--- config.mk ---
export PLATFORM = sky130hd
export DESIGN_NAME = uart_frame_sampler
export DESIGN_NICKNAME = d
export VERILOG_FILES = /design/src/rtl/uart_frame_sampler.sv
export SDC_FILE = /design/constraint.sdc
export NUM_CORES = 1
export LEC_CHECK = 0
export CORE_MARGIN = 2
export CORE_UTILIZATION = 57
export DETAILED_ROUTE_END_ITERATION = 12
export PLACE_DENSITY = 0.88
export SLEW_MARGIN = 10
export SYNTH_ARGS = -nofsm -noshare
export SYNTH_HDL_FRONTEND = slang
export SYNTH_SLANG_ARGS = --single-unit
--- constraint.sdc ---
create_clock -name clk -period 6.45 [get_ports clk]
set_clock_uncertainty 0.15 [all_clocks]
set_input_delay 0.645 -clock clk [delete_from_list [all_inputs] [get_ports clk]]
set_output_delay 0.645 -clock clk [all_outputs]
set_load 0.005 [all_outputs]
--- src/rtl/uart_frame_sampler.sv ---
// Frame-level UART RX sampler: per-bit majority vote over a window centred mid-bit.
// Optional unanimity (noise) flag enabled by defining UART_FRAME_SAMPLER_NOISE_EN.
module uart_frame_sampler #(
   parameter  int OVERSAMPLE = 16,
   parameter  int WINDOW     = 5,
   parameter  int NUM_BITS   = 10,
   localparam int BI_W       = (NUM_BITS > 1) ? $clog2(NUM_BITS) : 1
) (
   input  logic            clk,
   input  logic            rst_n,
   input  logic            sample_trigger,
   input  logic            start,
   input  logic            raw_data,
   output logic            estimated_data,
   output logic            estimate_ready,
   output logic            estimate_noisy,
   output logic [BI_W-1:0] bit_index,
   output logic            busy,
   output logic            frame_done
);

   localparam int PH_W      = $clog2(OVERSAMPLE);
   localparam int PC_W      = $clog2(WINDOW + 1);
   localparam int EST_PHASE = OVERSAMPLE / 2 + (WINDOW - 1) / 2;
   localparam int MAJORITY  = (WINDOW + 1) / 2;

   typedef enum logic {
      S_IDLE,
      S_COLLECT
   } state_e;

   state_e            state_q, state_d;
   logic [PH_W-1:0]   phase_q, phase_d;
   logic [BI_W-1:0]   bit_cnt_q, bit_cnt_d;
   logic [WINDOW-1:0] win_q, win_d;
   logic              data_q, data_d;
   logic              noisy_q, noisy_d;
   logic [BI_W-1:0]   idx_q, idx_d;
   logic              ready_q, ready_d;
   logic              done_q, done_d;

   logic [WINDOW-1:0] win_shift;
   logic [PC_W-1:0]   ones;
   logic              noisy_vote;

   function automatic logic [PC_W-1:0] popcount(input logic [WINDOW-1:0] v);
      logic [PC_W-1:0] n;
      n = '0;
      for (int i = 0; i < WINDOW; i++) begin
         n = n + PC_W'(v[i]);
      end
      return n;
   endfunction

   // The vote includes the sample arriving on this very trigger.
   assign win_shift = WINDOW'({win_q, raw_data});
   assign ones      = popcount(win_shift);

`ifdef UART_FRAME_SAMPLER_NOISE_EN
   assign noisy_vote = (ones != '0) && (ones != PC_W'(WINDOW));
`else
   assign noisy_vote = 1'b0;
`endif

   always_comb begin
      state_d   = state_q;
      phase_d   = phase_q;
      bit_cnt_d = bit_cnt_q;
      win_d     = win_q;
      data_d    = data_q;
      noisy_d   = noisy_q;
      idx_d     = idx_q;
      ready_d   = 1'b0;
      done_d    = 1'b0;
      // start has priority: a coincident trigger is dropped, not counted.
      if (start) begin
         state_d   = S_COLLECT;
         phase_d   = '0;
         bit_cnt_d = '0;
         win_d     = '0;
      end else if ((state_q == S_COLLECT) && sample_trigger) begin
         win_d   = win_shift;
         phase_d = (phase_q == PH_W'(OVERSAMPLE - 1)) ? '0 : phase_q + PH_W'(1);
         if (phase_q == PH_W'(EST_PHASE)) begin
            data_d    = (ones >= PC_W'(MAJORITY));
            noisy_d   = noisy_vote;
            idx_d     = bit_cnt_q;
            ready_d   = 1'b1;
            bit_cnt_d = bit_cnt_q + BI_W'(1);
            if (bit_cnt_q == BI_W'(NUM_BITS - 1)) begin
               done_d  = 1'b1;
               state_d = S_IDLE;
            end
         end
      end
   end

   always_ff @(posedge clk or negedge rst_n) begin
      if (!rst_n) begin
         state_q   <= S_IDLE;
         phase_q   <= '0;
         bit_cnt_q <= '0;
         win_q     <= '0;
         data_q    <= 1'b0;
         noisy_q   <= 1'b0;
         idx_q     <= '0;
         ready_q   <= 1'b0;
         done_q    <= 1'b0;
      end else begin
         state_q   <= state_d;
         phase_q   <= phase_d;
         bit_cnt_q <= bit_cnt_d;
         win_q     <= win_d;
         data_q    <= data_d;
         noisy_q   <= noisy_d;
         idx_q     <= idx_d;
         ready_q   <= ready_d;
         done_q    <= done_d;
      end
   end

   assign estimated_data = data_q;
   assign estimate_noisy = noisy_q;
   assign bit_index      = idx_q;
   assign estimate_ready = ready_q;
   assign frame_done     = done_q;
   assign busy           = (state_q == S_COLLECT);

endmodule

-- Word level (Yosys, flattened, before mapping)
Index checks and enable logic that the tools add are counted.
- flip-flop bits (word level): 20
- bits of input ports: 5
- output and inout port bits: 9
- word-level logic and storage cells: 45
- add/sub/neg operators: 6
- order comparisons: 1
- equality and inequality tests: 3
- mux-type cells: 19
- bitwise logic cells: 1
- reduce and logical (&&, ||, !) cells: 7
- operators with widths (cell ; count):
    two-way mux 4 bit ; 8
    == test 4 bit (second input constant) ; 3
    two-way mux 1 bit ; 11
    adder 4 x 1 -> 4 bit (second input constant) ; 2
    adder 3 x 1 -> 3 bit ; 2
    AND reduction 3 bit ; 2
    nonzero test 2 bit ; 3
    adder 2 x 1 -> 3 bit ; 1
    >= comparator 3 x 2 -> 1 bit (second input constant) ; 1
    adder 1 x 1 -> 2 bit ; 1
    AND reduction 2 bit ; 1
    logical AND 1 bit ; 1
    NOT 1 bit ; 1

-- Logic depth before layout (Yosys ltp)
Gate-level depths: netlist (run 1).
- depth after elaboration: 5
- gate-level depth with buffers: 8
- mapped depth without buffers: 8

-- Worst setup path after synthesis (run 1)
Ideal clock, no wire load.
- path type: in2reg
- from: in raw_data
- to: reg data_q, in the netlist estimated_data
- library setup time: 0.133 ns
- arrival: 2.063 ns
- required time: 6.167 ns
- slack: 4.104 ns
- stages: 8
- buffers on the path: 0
- path through: inv_1 -> fa_1 -> fa_1 -> inv_1 -> ha_1 -> nor3b_1 -> nor2_1 -> mux2i_1
- cells in the longest elaborated chain, start to end: 5
- RTL lines (element ; line ; RTL):
    from (decl) ; 13 ; input logic raw_data,
    adder 1 x 1 -> 2 bit ; 50 ; n = n + PC_W'(v[i]);
    adder 2 x 1 -> 3 bit ; 50 ;
    adder 3 x 1 -> 3 bit (2 in series) ; 50 ;
    >= comparator 3 x 2 -> 1 bit ; 85 ; data_d = (ones >= PC_W'(MAJORITY));
    to (signal assigned) ; 114 ; data_q <= data_d;
    to (decl) ; 36 ; logic data_q, data_d;
Every way passes these cells.
A chain may end at the register's enable or synchronous reset.

-- Final worst setup path (run 1)
Ends and elaborated chain as after synthesis.

==> results by group, run 1 <==
Outcome
  – Outcome: finished clean

Worst setup path
  – Worst path slowest cell: clkdlybuf4s50_1
  – CP top delay family: adder cells
  – Crit Path Max Fanout: 2
  – CP endpoint kind: register
  – R2R setup slack: 4.27 ns
  – Worst-path cell chain: clkdlybuf4s50_1, inv_1, fa_1, fa_1, inv_1, ha_1, nor3b_1, nor2_1, mux2i_1
  – Worst Setup Start Kind: primary input
  – Worst path bufs/invs: 3
  – CP required: 6.48 ns
  – Arr. time, crit path: 2.65 ns
  – Max stage delay on crit path: 0.48 ns
  – Critical path class: primary input to register

Route
  – TritonRoute pass-1 iters: 4
  – Vias per cell: 5.50
  – Via count: 748
  – Drt wl/cell: 13.6 um
  – DRC viols: 0
  – Drt initial violations: 22
  – Detail Route Antenna Nets: 0
  – Post-Route WL: 1860 um

Die
  – # IOs: 14
  – Die width: 46.8 um
  – Die Area: 2190 sq um
  – Initial Utilization: 60.4%
  – Row count: 15
  – Core Area: 1730 sq um
  – Die height: 46.8 um

STA
  – Setup TNS: 0 ns
  – Slew Viols, Final: 0
  – Max Fclk: 381 MHz
  – Slew headroom: 40.1%
  – Worst-margin pin slew: 0.896 ns
  – Period utilization: 40.6%
  – RSZ-0062 raised after global routing: no
  – Fin. Hold Viols: 0
  – Hold Slack: 0.368 ns
  – Crit path time final: 2.62 ns
  – Setup Viol. Count Final: 0

Job
  – Max-cap violation count: 0

Clock tree
  – Worst-Skew Late Latency: 0.30 ns
  – Setup bufs post-CTS: 0
  – Longest Clk Path Bufs: 2
  – Worst-path clk slew: 0.11 ns
  – Post-CTS sizing: 0
  – Clock Root Buffer: clkbuf_4
  – Hold_buf cts: 0
  – Clock sink count: 20
  – H-Tree Level Count: 1
  – CTS Buf Count: 3
  – CTS tree: yes

Yosys
  – Syn_area_per_cell: 10.3 sq um
  – Synthesis Warnings: 0
  – Net count after synthesis: 114
  – Yosys cell types: 27
  – Post-Syn Instances: 101
  – Mapped Area: 1040 sq um
  – Sequential share of the synthesized area: 48.0%
  – Seq cells post-synth: 20

Final layout
  – Commonest non-fill, non-tap cell in the layout: dfrtp_1
  – Total inserted antenna cells: 0
  – Fraction of layout cells with a size suffix above 1: 12.6%
  – # nets final: 125
  – Filler cell count: 131
  – Post-layout util: 70.4%
  – Syn-to-layout area delta: 16.6%
  – Commonest non-fill, non-tap cells in the layout: dfrtp_1, a21oi_1, clkdlybuf4s50_1

Global routing
  – Total track usage: 19.7%
  – Global-route wire length before repair: 2960 um
  – Antenna violations before repair: 0
  – Largest net degree at the start of global routing: 21
  – Vias in the first global route: 685
  – Total gr overflow: 0

Placed design
  – GPL Wtd Cong: 0.748
  – Number of port buffers: 12
  – Hpwl dp: 1280 um

Min path
  – HP Class: register to register

Pwr
  – Static leakage: 0.000569 uW
  – Power Density: 204 nW/um^2
  – Maximum vdd drop: 0.151 mV
  – Total power: 247 uW
## area by class of cell
class	count	area, sq um	area share [%]
Sequential cell	20	500	41.2
Multi-Input combinational cell	65	473	38.9
Timing Repair Buffer	12	120	9.89
Inverter	10	37.5	3.09
Tap cell	25	31.3	2.57
Clock inverter	1	30.0	2.47
Clock buffer	3	22.5	1.85
## metal layers
metal | global-route usage (%) | share of wire, %
met3 | 4.62 | 5.5
met4 | 5.00 | 0.65
met5 | 0 | 0
met2 | 36.2 | 51
met1 | 23.2 | 43
## metrics by stage
| stage | area [sq um] | std cells | setup slack [ns] |
|---|---|---|---|
| 2_1_floorplan | 1040 | 101 | 4.10 |
| 3_3_place_gp | 1160 | 132 | 3.57 |
| 3_5_place_dp | 1160 | 132 | 3.48 |
| 4_1_cts | 1210 | 136 | 3.82 |
| 5_1_grt | 1210 | 136 | 3.74 |
| 6_report | 1210 | 136 | 3.83 |
## kinds of logic after synthesis
family                   after synthesis  synth area share [%]
AO/OA/AOI/OAI                         18                  9.60
XOR/XNOR                               1                 0.840
adder cells (fa/ha/maj)                8                  11.0
buffers and inverters                 16                  6.60
flip-flops                            20                  48.0
multiplexers                           5                  5.28
other                                  1                 0.360
AND/OR/NAND/NOR                       32                  18.2
## final timing paths
| kind | startpoint | end | cells after the start |
|---|---|---|---|
| min in group asynchronous | rst_n | win_q[3]$_DFFE_PN0P_ | 1 |
| worst min-delay path | bit_index[3]$_DFFE_PN0P_ | bit_index[3]$_DFFE_PN0P_ | 1 |
| worst min register to register | bit_index[3]$_DFFE_PN0P_ | bit_index[3]$_DFFE_PN0P_ | 1 |
| worst max register to register | win_q[0]$_DFFE_PN0P_ | estimated_data$_DFFE_PN0P_ | 8 |
| worst max-delay path | raw_data | estimated_data$_DFFE_PN0P_ | 9 |
| max in group asynchronous | rst_n | estimate_ready$_DFF_PN0_ | 1 |
## where the power goes
part / internal, uW / switching (uW) / total, uW
combinational: 5.92 / 10.1 / 16.1
sequential: 127 / 1.87 / 129
clock: 62.8 / 39.8 / 103
## flip-flops by register name (all words and copies together), names as in the netlist
signal and flops:
estimate_ready 1, bit_index 4, phase_q 4, frame_done 1, win_q 4, busy 1, bit_cnt_q 4, estimated_data 1
## Yosys cell counts
master,number,area [sq um]
fa_1,2,40.0
nand3b_4,1,20.0
nor3_4,1,16.3
o31ai_1,2,15.0
nor3_1,1,5.00
or2_2,1,6.26
or4_1,2,15.0
mux2i_1,1,10.0
clkbuf_1,1,3.75
nor3b_1,2,15.0
mux2_2,4,45.0
dfrtp_1,20,500
o21ai_0,3,15.0
conb_1,1,3.75
a21oi_1,12,60.1
a311o_1,1,10.0
inv_1,10,37.5
nand2_2,1,6.26
buf_4,1,7.51
nand3_1,8,40.0
ha_1,6,75.1
nand2_1,8,30.0
buf_2,4,20.0
or3_1,1,6.26
or3_2,2,15.0
xor2_1,1,8.76
nor2_1,4,15.0
Power figures use the tool's default switching activity.
==> run 2: changes to the inputs <==
Settings changed: CORE_UTILIZATION 57 to 53, PLACE_DENSITY 0.88 to 0.83.
Clock period 6.45 ns to 2.67 ns, I/O delays scaled along.
==> run 2 against run 1 <==
  * Sequential share of layout area increased by 0.21 points
  * Critical endpoint unchanged
  * Largest cell class unchanged
  * Sequential cell count unchanged
  * Routed wire length increased by 0.11%
  * Power increased by 110%
  * Setup slack got worse by 3.4 ns
  * Non-clock buffer count increased by 1
==> results by group, run 2 (synthesis results as in run 1) <==
Outcome
  – Outcome: finished clean

Global routing
  – Largest net degree at the start of global routing: 21 (unchanged)
  – Vias in the first global route: 715 (+4.4%)
  – Antenna violations before repair: 0 (unchanged)
  – Total gr overflow: 0 (unchanged)
  – Global-route wire length before repair: 3090 um (+4.4%)
  – Total track usage: 16.9% (-2.9 points)

STA
  – Setup TNS: 0 ns (unchanged)
  – Setup Viol. Count Final: 0 (unchanged)
  – Worst-margin pin slew: 0.901 ns (+0.00460 ns)
  – Hold Slack: 0.312 ns (-0.0560 ns)
  – Period utilization: 84.0%
  – RSZ-0062 raised after global routing: no
  – Crit path time final: 2.24 ns
  – Fin. Hold Viols: 0 (unchanged)
  – Slew Viols, Final: 0 (unchanged)
  – Max Fclk: 446 MHz
  – Slew headroom: 39.8% (-0.31 points)

Route
  – Drt initial violations: 4 (-82%)
  – Post-Route WL: 1860 um (+0.11%)
  – DRC viols: 0 (unchanged)
  – Vias per cell: 5.38 (-2.2%)
  – Drt wl/cell: 13.4 um (-2.1%)
  – Via count: 748 (unchanged)
  – Detail Route Antenna Nets: 0 (unchanged)
  – TritonRoute pass-1 iters: 4 (unchanged)

Clock tree
  – Post-CTS sizing: 0 (unchanged)
  – CTS Buf Count: 3 (unchanged)
  – Setup bufs post-CTS: 0 (unchanged)
  – Clock Root Buffer: clkbuf_4
  – CTS tree: yes
  – Worst-path clk slew: 0.11 ns (about the same)
  – Clock sink count: 20 (unchanged)
  – Worst-Skew Late Latency: 0.30 ns (about the same)
  – Hold_buf cts: 0 (unchanged)
  – Longest Clk Path Bufs: 2 (unchanged)
  – H-Tree Level Count: 1 (unchanged)

Worst setup path
  – Worst-path cell chain: clkdlybuf4s50_1, inv_1, fa_1, fa_1, inv_1, ha_1, nor3b_1, nor2_1, mux2i_1
  – Max stage delay on crit path: 0.50 ns (+0.02 ns)
  – Crit Path Max Fanout: 2 (unchanged)
  – Worst Setup Start Kind: primary input
  – CP endpoint kind: register
  – Worst path bufs/invs: 3 (unchanged)
  – Arr. time, crit path: 2.28 ns (-0.37 ns)
  – Critical path class: primary input to register
  – CP top delay family: adder cells
  – Worst path slowest cell: fa_1
  – CP required: 2.70 ns (-3.78 ns)

Pwr
  – Flop pwr share: 58.9% (+6.8 points)
  – Static leakage: 0.000567 uW (-0.38%)
  – Power share of the clock group: 33.4% (-8.1 points)
  – Int Power: 405 uW (+110%)
  – Total power: 528 uW (+110%)
  – Logic pwr share: 7.7% (+1.2 points)
  – Maximum vdd drop: 0.277 mV (+84%)
  – Switching Fraction: 23.2% (+2.3 points)
  – Power Density: 437 nW/um^2 (+110%)
  – Sw power: 123 uW (+140%)

Final layout
  – Filler cell count: 161 (+23%)
  – Total inserted antenna cells: 0 (unchanged)
  – Post-layout util: 63.6% (-6.8 points)
  – Syn-to-layout area delta: 16.0%
  – Final Cell Area: 1210 sq um (-0.52%)
  – Commonest non-fill, non-tap cells in the layout: dfrtp_1, a21oi_1, clkdlybuf4s50_1
  – Commonest non-fill, non-tap cell in the layout: dfrtp_1
  – Fraction of layout cells with a size suffix above 1: 13.4% (+0.78 points)
  – # nets final: 126 (+0.80%)

Placed design
  – Hpwl dp: 1320 um (+3.4%)
  – GPL Wtd Cong: 0.786 (+5.1%)
  – Number of port buffers: 12 (unchanged)
  – Area after DPL: 1170 sq um (+0.86%)

Die
  – Die Area: 2340 sq um (+6.9%)
  – Row count: 16 (+1)
  – Die height: 48.3 um (+3.4%)
  – Initial Utilization: 54.8% (-5.6 points)
  – Core Area: 1900 sq um (+10%)
  – # IOs: 14 (unchanged)
  – Die width: 48.3 um (+3.4%)

Job
  – Max-cap violation count: 0 (unchanged)

Min path
  – HP Class: primary input to async pin
## run 2: cell types whose count changed in the layout (fill, tap and decap cells not counted), sizes merged
cell	previous run	this run
clkbuf	3	4
buf	0	1
bufinv	1	0
## run 2: worst paths after layout
check                      slack [ns]                startpoint                    endpoint  cells past startpoint
max                              0.43                  raw_data  estimated_data$_DFFE_PN0P_                      9
min                              0.31                     rst_n        win_q[0]$_DFFE_PN0P_                      1
max reg2reg                      0.50      win_q[0]$_DFFE_PN0P_  estimated_data$_DFFE_PN0P_                      8
min reg2reg                      0.37  bit_index[3]$_DFFE_PN0P_    bit_index[3]$_DFFE_PN0P_                      1
max in group asynchronous        1.51                     rst_n    bit_cnt_q[3]$_DFFE_PN0P_                      1
min in group clk                 0.37  bit_index[3]$_DFFE_PN0P_    bit_index[3]$_DFFE_PN0P_                      1
## run 2: layout make-up
cell class	count	area, sq um	share of cell area, %
tap	27	33.8	2.80
timing repair buffer	13	128	10.6
multi-input combinational	65	473	39.1
clock buffer	4	36.3	3.00
sequential	20	500	41.4
inverter	10	37.5	3.11
## run 2: through the flow
stage / instances / setup WS [ns]
after detailed placement: 135 / 0.0580
final: 139 / 0.426
after CTS: 139 / 0.404
after global routing: 139 / 0.347
after floorplan: 101 / 0.623
after global placement: 135 / 0.176
## run 2: layer usage
metal  GRT usage [%]  vias to the layer above  share of wire [%]
li1                -                      362                  -
met1            20.7                      373                 45
met2            29.9                       11                 52
met3            3.40                        2                2.7
met4            5.71                        0               0.86
met5               0                        -                  0
## run 2: power groups by stage
stage | Clock [uW] | Combinational (uW) | Sequential, uW
floorplan | 0 | 25.1 | 316
global placement | 0 | 38.7 | 316
detailed placement | 0 | 40.9 | 317
CTS | 179 | 41.3 | 311
global route | 197 | 45.3 | 312
finish | 176 | 40.4 | 311
